<file path="config.mk">
export PLATFORM = sky130hd
export DESIGN_NAME = delay_line_ctrl
export DESIGN_NICKNAME = d
export VERILOG_FILES = /design/src/rtl/audio_fx_pkg.sv /design/src/rtl/echo_mixer.sv /design/src/rtl/delay_line_ctrl.sv
export SDC_FILE = /design/constraint.sdc
export NUM_CORES = 1
export LEC_CHECK = 0
export CAP_MARGIN = 0
export CELL_PAD_IN_SITES_DETAIL_PLACEMENT = 0
export CELL_PAD_IN_SITES_GLOBAL_PLACEMENT = 1
export CORE_ASPECT_RATIO = 2
export CORE_MARGIN = 10
export CORE_UTILIZATION = 32
export CTS_BUF_LIST = sky130_fd_sc_hd__clkbuf_16
export CTS_CLUSTER_DIAMETER = 30
export DETAILED_ROUTE_END_ITERATION = 16
export HOLD_SLACK_MARGIN = 0.12
export PLACE_DENSITY = 0.82
export SYNTH_ARGS = -nofsm -noshare
export SYNTH_HDL_FRONTEND = slang
export SYNTH_SLANG_ARGS = --single-unit
</file>
<file path="constraint.sdc">
create_clock -name pi_clk -period 5.8 [get_ports pi_clk]
set_input_delay 1.16 -clock pi_clk [delete_from_list [all_inputs] [get_ports pi_clk]]
set_output_delay 1.16 -clock pi_clk [all_outputs]
set_load 0.005 [all_outputs]
</file>
<file path="src/rtl/audio_fx_pkg.sv">
// Shared types, default widths and sample saturation for the audio effect blocks.
package audio_fx_pkg;

    localparam int DEF_DATA_WIDTH = 16;
    localparam int DEF_MEM_DEPTH  = 512;
    localparam int DEF_GAIN_WIDTH = 8;

    typedef enum logic [1:0] {
        ST_IDLE,
        ST_WAIT,
        ST_OUT
    } dl_state_e;

    // Clamp a wide signed value into the signed range of a w-bit sample.
    function automatic logic signed [63:0] sat_sample(input logic signed [63:0] x,
                                                      input int unsigned w);
        logic signed [63:0] hi;
        logic signed [63:0] lo;
        hi = (64'sd1 <<< (w - 1)) - 64'sd1;
        lo = -(64'sd1 <<< (w - 1));
        if (x > hi)      return hi;
        else if (x < lo) return lo;
        else             return x;
    endfunction

endpackage

</file>
<file path="src/rtl/echo_mixer.sv">
// Combinational echo mix: dry + ((delayed * gain) >>> GAIN_WIDTH), saturated.
module echo_mixer
    import audio_fx_pkg::*;
#(
    parameter int DATA_WIDTH = DEF_DATA_WIDTH,
    parameter int GAIN_WIDTH = DEF_GAIN_WIDTH
) (
    input  logic signed [DATA_WIDTH-1:0] dry,
    input  logic signed [DATA_WIDTH-1:0] delayed,
    input  logic        [GAIN_WIDTH-1:0] gain,
    output logic signed [DATA_WIDTH-1:0] mix
);

    // Product keeps one extra bit so the unsigned gain stays positive.
    localparam int PW = DATA_WIDTH + GAIN_WIDTH + 1;

    logic signed [PW-1:0] prod;
    logic signed [PW-1:0] sum;
    logic signed [63:0]   sat;
    logic                 unused_sat;

    // Gain scaling never grows magnitude, so the sum fits well inside PW bits.
    always_comb begin
        prod = delayed * $signed({1'b0, gain});
        sum  = (prod >>> GAIN_WIDTH) + PW'(dry);
        sat  = sat_sample(64'(sum), DATA_WIDTH);
        mix  = sat[DATA_WIDTH-1:0];
    end

    assign unused_sat = ^sat[63:DATA_WIDTH];

endmodule

</file>
<file path="src/rtl/delay_line_ctrl.sv">
// Circular delay-buffer controller driving a dual-port sample memory.
// Optional echo mix enabled by defining DELAY_ECHO_MIX_EN.
module delay_line_ctrl
    import audio_fx_pkg::*;
#(
    parameter  int DATA_WIDTH = DEF_DATA_WIDTH,
    parameter  int MEM_DEPTH  = DEF_MEM_DEPTH,
    parameter  int GAIN_WIDTH = DEF_GAIN_WIDTH,
    localparam int AW         = $clog2(MEM_DEPTH)
) (
    input  logic                         pi_clk,
    input  logic                         pi_sreset_n,
    input  logic signed [DATA_WIDTH-1:0] pi_data,
    input  logic                         pi_valid,
    output logic                         po_ready,
    input  logic        [AW-1:0]         pi_delay,
    input  logic        [GAIN_WIDTH-1:0] pi_gain,
    output logic signed [DATA_WIDTH-1:0] po_mem_data,
    output logic                         po_mem_w_en,
    output logic        [AW-1:0]         po_mem_w_addr,
    output logic                         po_mem_r_en,
    output logic        [AW-1:0]         po_mem_r_addr,
    input  logic signed [DATA_WIDTH-1:0] pi_mem_data,
    output logic signed [DATA_WIDTH-1:0] po_data,
    output logic                         po_valid,
    input  logic                         pi_ready
);

    dl_state_e                    state;
    logic        [AW-1:0]         wp;
    logic        [AW:0]           fill;
    logic        [AW-1:0]         d_eff;
    logic                         accept;
    logic                         primed;
    logic                         primed_q;
    logic signed [DATA_WIDTH-1:0] delayed;
    logic signed [DATA_WIDTH-1:0] result;

    // Memory ports are live only in the accept cycle; read trails write by d.
    always_comb begin
        accept        = pi_valid && po_ready;
        d_eff         = (pi_delay == '0) ? AW'(1) : pi_delay;
        primed        = (fill >= {1'b0, d_eff});
        po_mem_w_en   = accept;
        po_mem_r_en   = accept;
        po_mem_w_addr = wp;
        po_mem_r_addr = wp - d_eff;
        po_mem_data   = pi_data;
        delayed       = primed_q ? pi_mem_data : '0;
    end

`ifdef DELAY_ECHO_MIX_EN
    logic signed [DATA_WIDTH-1:0] dry_q;
    logic        [GAIN_WIDTH-1:0] gain_q;

    echo_mixer #(
        .DATA_WIDTH (DATA_WIDTH),
        .GAIN_WIDTH (GAIN_WIDTH)
    ) u_mix (
        .dry     (dry_q),
        .delayed (delayed),
        .gain    (gain_q),
        .mix     (result)
    );

    // Dry sample and gain are frozen at accept for use in WAIT.
    always_ff @(posedge pi_clk) begin
        if (!pi_sreset_n) begin
            dry_q  <= '0;
            gain_q <= '0;
        end else if (accept) begin
            dry_q  <= pi_data;
            gain_q <= pi_gain;
        end
    end
`else
    logic unused_gain;

    assign result      = delayed;
    assign unused_gain = ^pi_gain;
`endif

    // Sequencer: IDLE accepts, WAIT captures memory data, OUT holds until taken.
    always_ff @(posedge pi_clk) begin
        if (!pi_sreset_n) begin
            state    <= ST_IDLE;
            wp       <= '0;
            fill     <= '0;
            primed_q <= 1'b0;
            po_data  <= '0;
            po_valid <= 1'b0;
            po_ready <= 1'b0;
        end else begin
            case (state)
                ST_IDLE: begin
                    po_ready <= 1'b1;
                    if (accept) begin
                        wp       <= wp + AW'(1);
                        primed_q <= primed;
                        if (fill != (AW+1)'(MEM_DEPTH))
                            fill <= fill + (AW+1)'(1);
                        po_ready <= 1'b0;
                        state    <= ST_WAIT;
                    end
                end
                ST_WAIT: begin
                    po_data  <= result;
                    po_valid <= 1'b1;
                    state    <= ST_OUT;
                end
                ST_OUT: begin
                    if (pi_ready) begin
                        po_valid <= 1'b0;
                        po_ready <= 1'b1;
                        state    <= ST_IDLE;
                    end
                end
                default: begin
                    state    <= ST_IDLE;
                    po_valid <= 1'b0;
                    po_ready <= 1'b0;
                end
            endcase
        end
    end

endmodule

</file>
* Yosys cells after proc, flatten, opt, wreduce, memory -nomap -nowiden *
Index checks and enable logic that the tools add are counted.

storage, ports and cells
  RAM bits = 0
  bits in read-only memories = 0
  latch bits = 0
  register bits = 40
  output and inout bits = 54
  word-level logic and storage cells = 36
  memories kept = 0
  input bits = 53

cells by class
  div/mod/pow operators = 0
  reductions and logical operators = 8
  magnitude comparators = 1
  shift operators = 0
  equal/unequal tests = 5
  multipliers = 0
  add/sub/neg operators = 3
  bitwise gates (word level) = 2
  mux-type cells = 10

operators with widths
  kind                   count
  $mux 16                1
  $add 10x1->10 const B  1
  $ge 10x9->1            1
  $ne 10x10->1 const B   1
  $add 9x1->9 const B    1
  $logic_not 9->1        1
  $mux 9                 1
  $sub 9x9->9            1
  $reduce_and 2->1       4
  $pmux 1 s3             2
  $pmux 2 s3             1
  $mux 2                 2
  $ne 2x2->1 const B     2
  $mux 1                 3
  $reduce_and 3->1       1
  $eq 2x1->1 const B     1
  $eq 2x2->1 const B     1
  $logic_not 2->1        1
  $not 1->1              2
  $logic_and 1x1->1      1

* Logic depth before layout (Yosys ltp) *
  depth in word-level cells = 3
  mapped depth = 9
  mapped depth without buffers = 9

* Worst setup path before layout *
Ideal clock, no wire load.

  path kind = input to output
  start point = in pi_delay[2]
  end point = out po_mem_r_addr[8]
  path buffers = 0
  arrival = 2,651 ps
  required time = 4,640 ps
  cell stages on the path = 9
  slack = 1,989 ps
  cells stage by stage = nor4_1 > a41o_1 > ha_1 > fa_1 > nor2b_1 > o2111ai_1 > nand3_1 > o21ai_0 > xnor2_1

between the ends
  longest elaborated chain between the ends = 3

ends and longest elaborated chain
  item                RTL line               RTL
  start: declaration  delay_line_ctrl.sv:16  input logic [AW-1:0] pi_delay,
  $logic_not 9->1     delay_line_ctrl.sv:42  d_eff = (pi_delay == '0) ? AW'(1) : pi_delay;
  $mux 9 *            delay_line_ctrl.sv:42
  $sub 9x9->9 *       delay_line_ctrl.sv:47  po_mem_r_addr = wp - d_eff;
  end: declaration    delay_line_ctrl.sv:22  output logic [AW-1:0] po_mem_r_addr,

Every way passes the cells marked *; elsewhere a longest branch is shown, timed or not.

* Worst setup path in the final report *
  start point = in pi_delay[8]
  end point = out po_mem_r_addr[8]

The elaborated chain is that of the path after synthesis.

==> results.md <==
- Vias in the first global route: 2,113
- Register area share after synthesis: 0.333
- Critical Path Source Type: primary input
- Pre-CTS WS: 0.702 ns
- CP peak stage delay: 0.58 ns
- Outcome: complete, no violations
- Total grt overflow: 0
- DIE WIDTH: 81.3 µm
- Clk root buf: clkbuf_16
- Final wirelength: 6070 µm
- Syn Nets: 355
- Hold Startpoint: po_data[11]
- FP Rows: 44
- Minimum clock period: 5.06 ns
- Hold Buf Count CTS: 0
- Worst reg2reg setup slack: 3.97 ns
- Area grow syn2layout: 32.2%
- Antenna cell count: 0
- Critical path, cell by cell: clkdlybuf4s50_1, nor2_1, a41o_1, ha_1, fa_1, nor2b_1, o2111ai_1, nand3_1, o21ai_0, xnor2_1, clkdlybuf4s50_1
- CTS clk-pin slew, worst paths: 0.06 ns
- Setup violators final: 0
- Pwr Total: 692 µW
- CP Class: primary input to primary output
- Drt initial violations: 58
- Req. time, crit path: 4.64 ns
- First-pass GRT wire length: 10,100 µm
- CTS buffer count: 5
- Post-synthesis area per instance: 8.56 µm²
- Ranking of synthesized cells by area: dfxtp_1 (33%), ha_1 (10%), xnor2_1 (6.2%), a21boi_0 (5.9%), buf_4 (5.6%)
- GRT met2 Usage: 0.203
- # nets final: 400
- Cell area after placement: 3010 µm²
- Initial Utilization: 0.329
- Share of the synthesized area in the top cell type: 0.333
- Initial antenna violation count: 0
- Crit. End Element: primary output
- #FFs+latches synth: 40
- DIE AREA: 11,600 µm²
- Fin. max-slew vios: 0
- DRC Markers: 0
- Post-synth EDFFs: 0
- Post-CTS Setup Repair Bufs: 0
- FF-to-FF End: fill[3]
- Top Ports: 107
- H-tree depth: 2
- Setup_tns: 0 ns
- Post-layout util: 0.434
- Final WS setup: 0.738 ns
- Critical path arrival: 3.90 ns
- CTS sink cnt: 40
- Clock Path Buffers: 2
- Global route hottest layer: met2
- Post-DRT Antenna Nets: 0
- Layout cells sized above 1: 0.0428
- Met1 Track Usage GR: 0.102
- Max cap viols: 0
- Setup crit start: pi_delay[8]
- CTS tree: done
- Pleak: 1.26 nW
- Fill cells: 750
- Number of port buffers: 66
- Post-synth top cells: dfxtp_1 (40), nand2_1 (29), ha_1 (20), a21boi_0 (19), buf_4 (18)
- Largest net degree at the start of global routing: 41
- DR pass1 iterations: 4
- Vias post-DR: 2,007
- Post-Synthesis Cells: 281
- Max Freq: 198 MHz
- Final Cell Area: 3180 µm²
- Post-CTS Resized: 0
- Slowest CP cell: clkdlybuf4s50_1
- Max Clock Skew: 0.00417 ns
- Met3 Track Usage GR: 0.0403
- R2R Path Start: fill[0]
- Drt wl/cell: 14.5 µm
- Yosys synthesis warning count: 0
- Synth cell types: 38
- Relative slew slack: 0.248
- Primary FF master, synth: dfxtp_1
- Final clock period utilization by the worst path: 0.873
- GRT Total Usage: 0.111
- Worst Hold Class: register to register
- Worst slew pin tran: 1.12 ns
- Cell repeated most along the worst path: clkdlybuf4s50_1
- Crit Path Max Fanout: 3
- Synthesized cell area: 2410 µm²
- Clock Latency Late Sink: 0.28 ns
- R2R depth: 7
- Hold Violations, Final: 0
- Last element of the critical path: po_mem_r_addr[8]
- RSZ-0062 raised after global routing: no
- Power Dens Cells: 218 nW/µm²
- Async SR Flop Fraction: 0
- Core Region: 7320 µm²
- Most frequent cell after synthesis: dfxtp_1
- HPWL Detailed: 4800 µm
- Synth area leader: dfxtp_1
- Maximum VDD drop: 0.200 mV
- Die H: 143 µm
- Via/cell ratio: 4.79
- RePlAce Congestion: 0.758
worst min-delay path by stage:
stage / cells past startpoint / slack, ns / endpoint
3_5_place_dp: 2 / 0.46 / po_data[7]
4_1_cts: 2 / 0.47 / po_data[4]
6_report: 2 / 0.47 / po_data[11]
3_3_place_gp: 2 / 0.45 / po_data[11]
5_1_grt: 2 / 0.49 / po_data[4]
2_1_floorplan: 2 / 0.46 / po_data[10]
final cells by class:
class | instances | area [µm²] | area share
inverter | 14 | 52.6 | 0.0165
timing repair buffer | 67 | 668 | 0.210
clock inverter | 3 | 42.5 | 0.0134
tap | 92 | 115 | 0.0362
clock buffer | 5 | 125 | 0.0393
sequential | 40 | 801 | 0.252
multi-input combinational | 198 | 1380 | 0.433
stage by stage:
step | std cells | hold slack (ns)
after floorplan | 281 | 0.457
after global placement | 411 | 0.451
after detailed placement | 411 | 0.461
after CTS | 419 | 0.468
after global routing | 419 | 0.488
final | 419 | 0.465
worst max-delay path: cells and delay by family:
family                   cells  cell delay [ns]
AND/OR/NAND/NOR              3             0.35
adder cells (fa/ha/maj)      2             0.61
AO/OA/AOI/OAI                3             0.50
XOR/XNOR                     1             0.17
buffers and inverters        2             1.11
state kept, by name (all words and copies together) (netlist names):
signal,count
fill,10
po_data,16
po_mem_w_addr,9
po_ready,1
po_valid,1
primed_q,1
state,2
kinds of logic (layout without fill, tap and decap cells):
| group | count (synthesis) | count (layout) | share of synthesized area |
|---|---|---|---|
| buffers and inverters | 43 | 89 | 0.0952 |
| XOR/XNOR | 22 | 22 | 0.0801 |
| AND/OR/NAND/NOR | 108 | 108 | 0.239 |
| flip-flops | 40 | 40 | 0.333 |
| AO/OA/AOI/OAI | 47 | 47 | 0.141 |
| adder cells (fa/ha/maj) | 21 | 21 | 0.112 |
per-layer routing:
metal  vias up  routed length (µm)
li1       1028                   -
met1       914                2200
met2        55                3230
met3        10                 479
met4         0                 162
met5         -                   0
power by group:
group | total, mW | leakage, nW | internal, mW | switching (mW)
Clock | 0.313 | 0.0798 | 0.202 | 0.111
Sequential | 0.286 | 0.323 | 0.280 | 0.00678
Combinational | 0.0927 | 0.859 | 0.0553 | 0.0373
Total | 0.692 | 1.26 | 0.537 | 0.155
cells in the final DEF, fill, tap and decap left out, types with 2 or more instances in the layout:
master           count
a21boi_0            19
dfxtp_1             40
and3_1               5
xnor2_1             17
xor2_1               5
nand3_1             17
ha_1                20
nor2b_1              7
a31oi_1              2
nand4_1              4
nand2b_1             3
inv_1               14
o21ai_0              7
a21o_1               2
and2_1              16
nor2_1              11
or3_1                4
o2111ai_1            3
nand2_1             29
clkdlybuf4s50_1     66
nor3_1               3
o21a_1               3
clkbuf_16            5
a21oi_1              7
(Power assumes the default switching activity.)
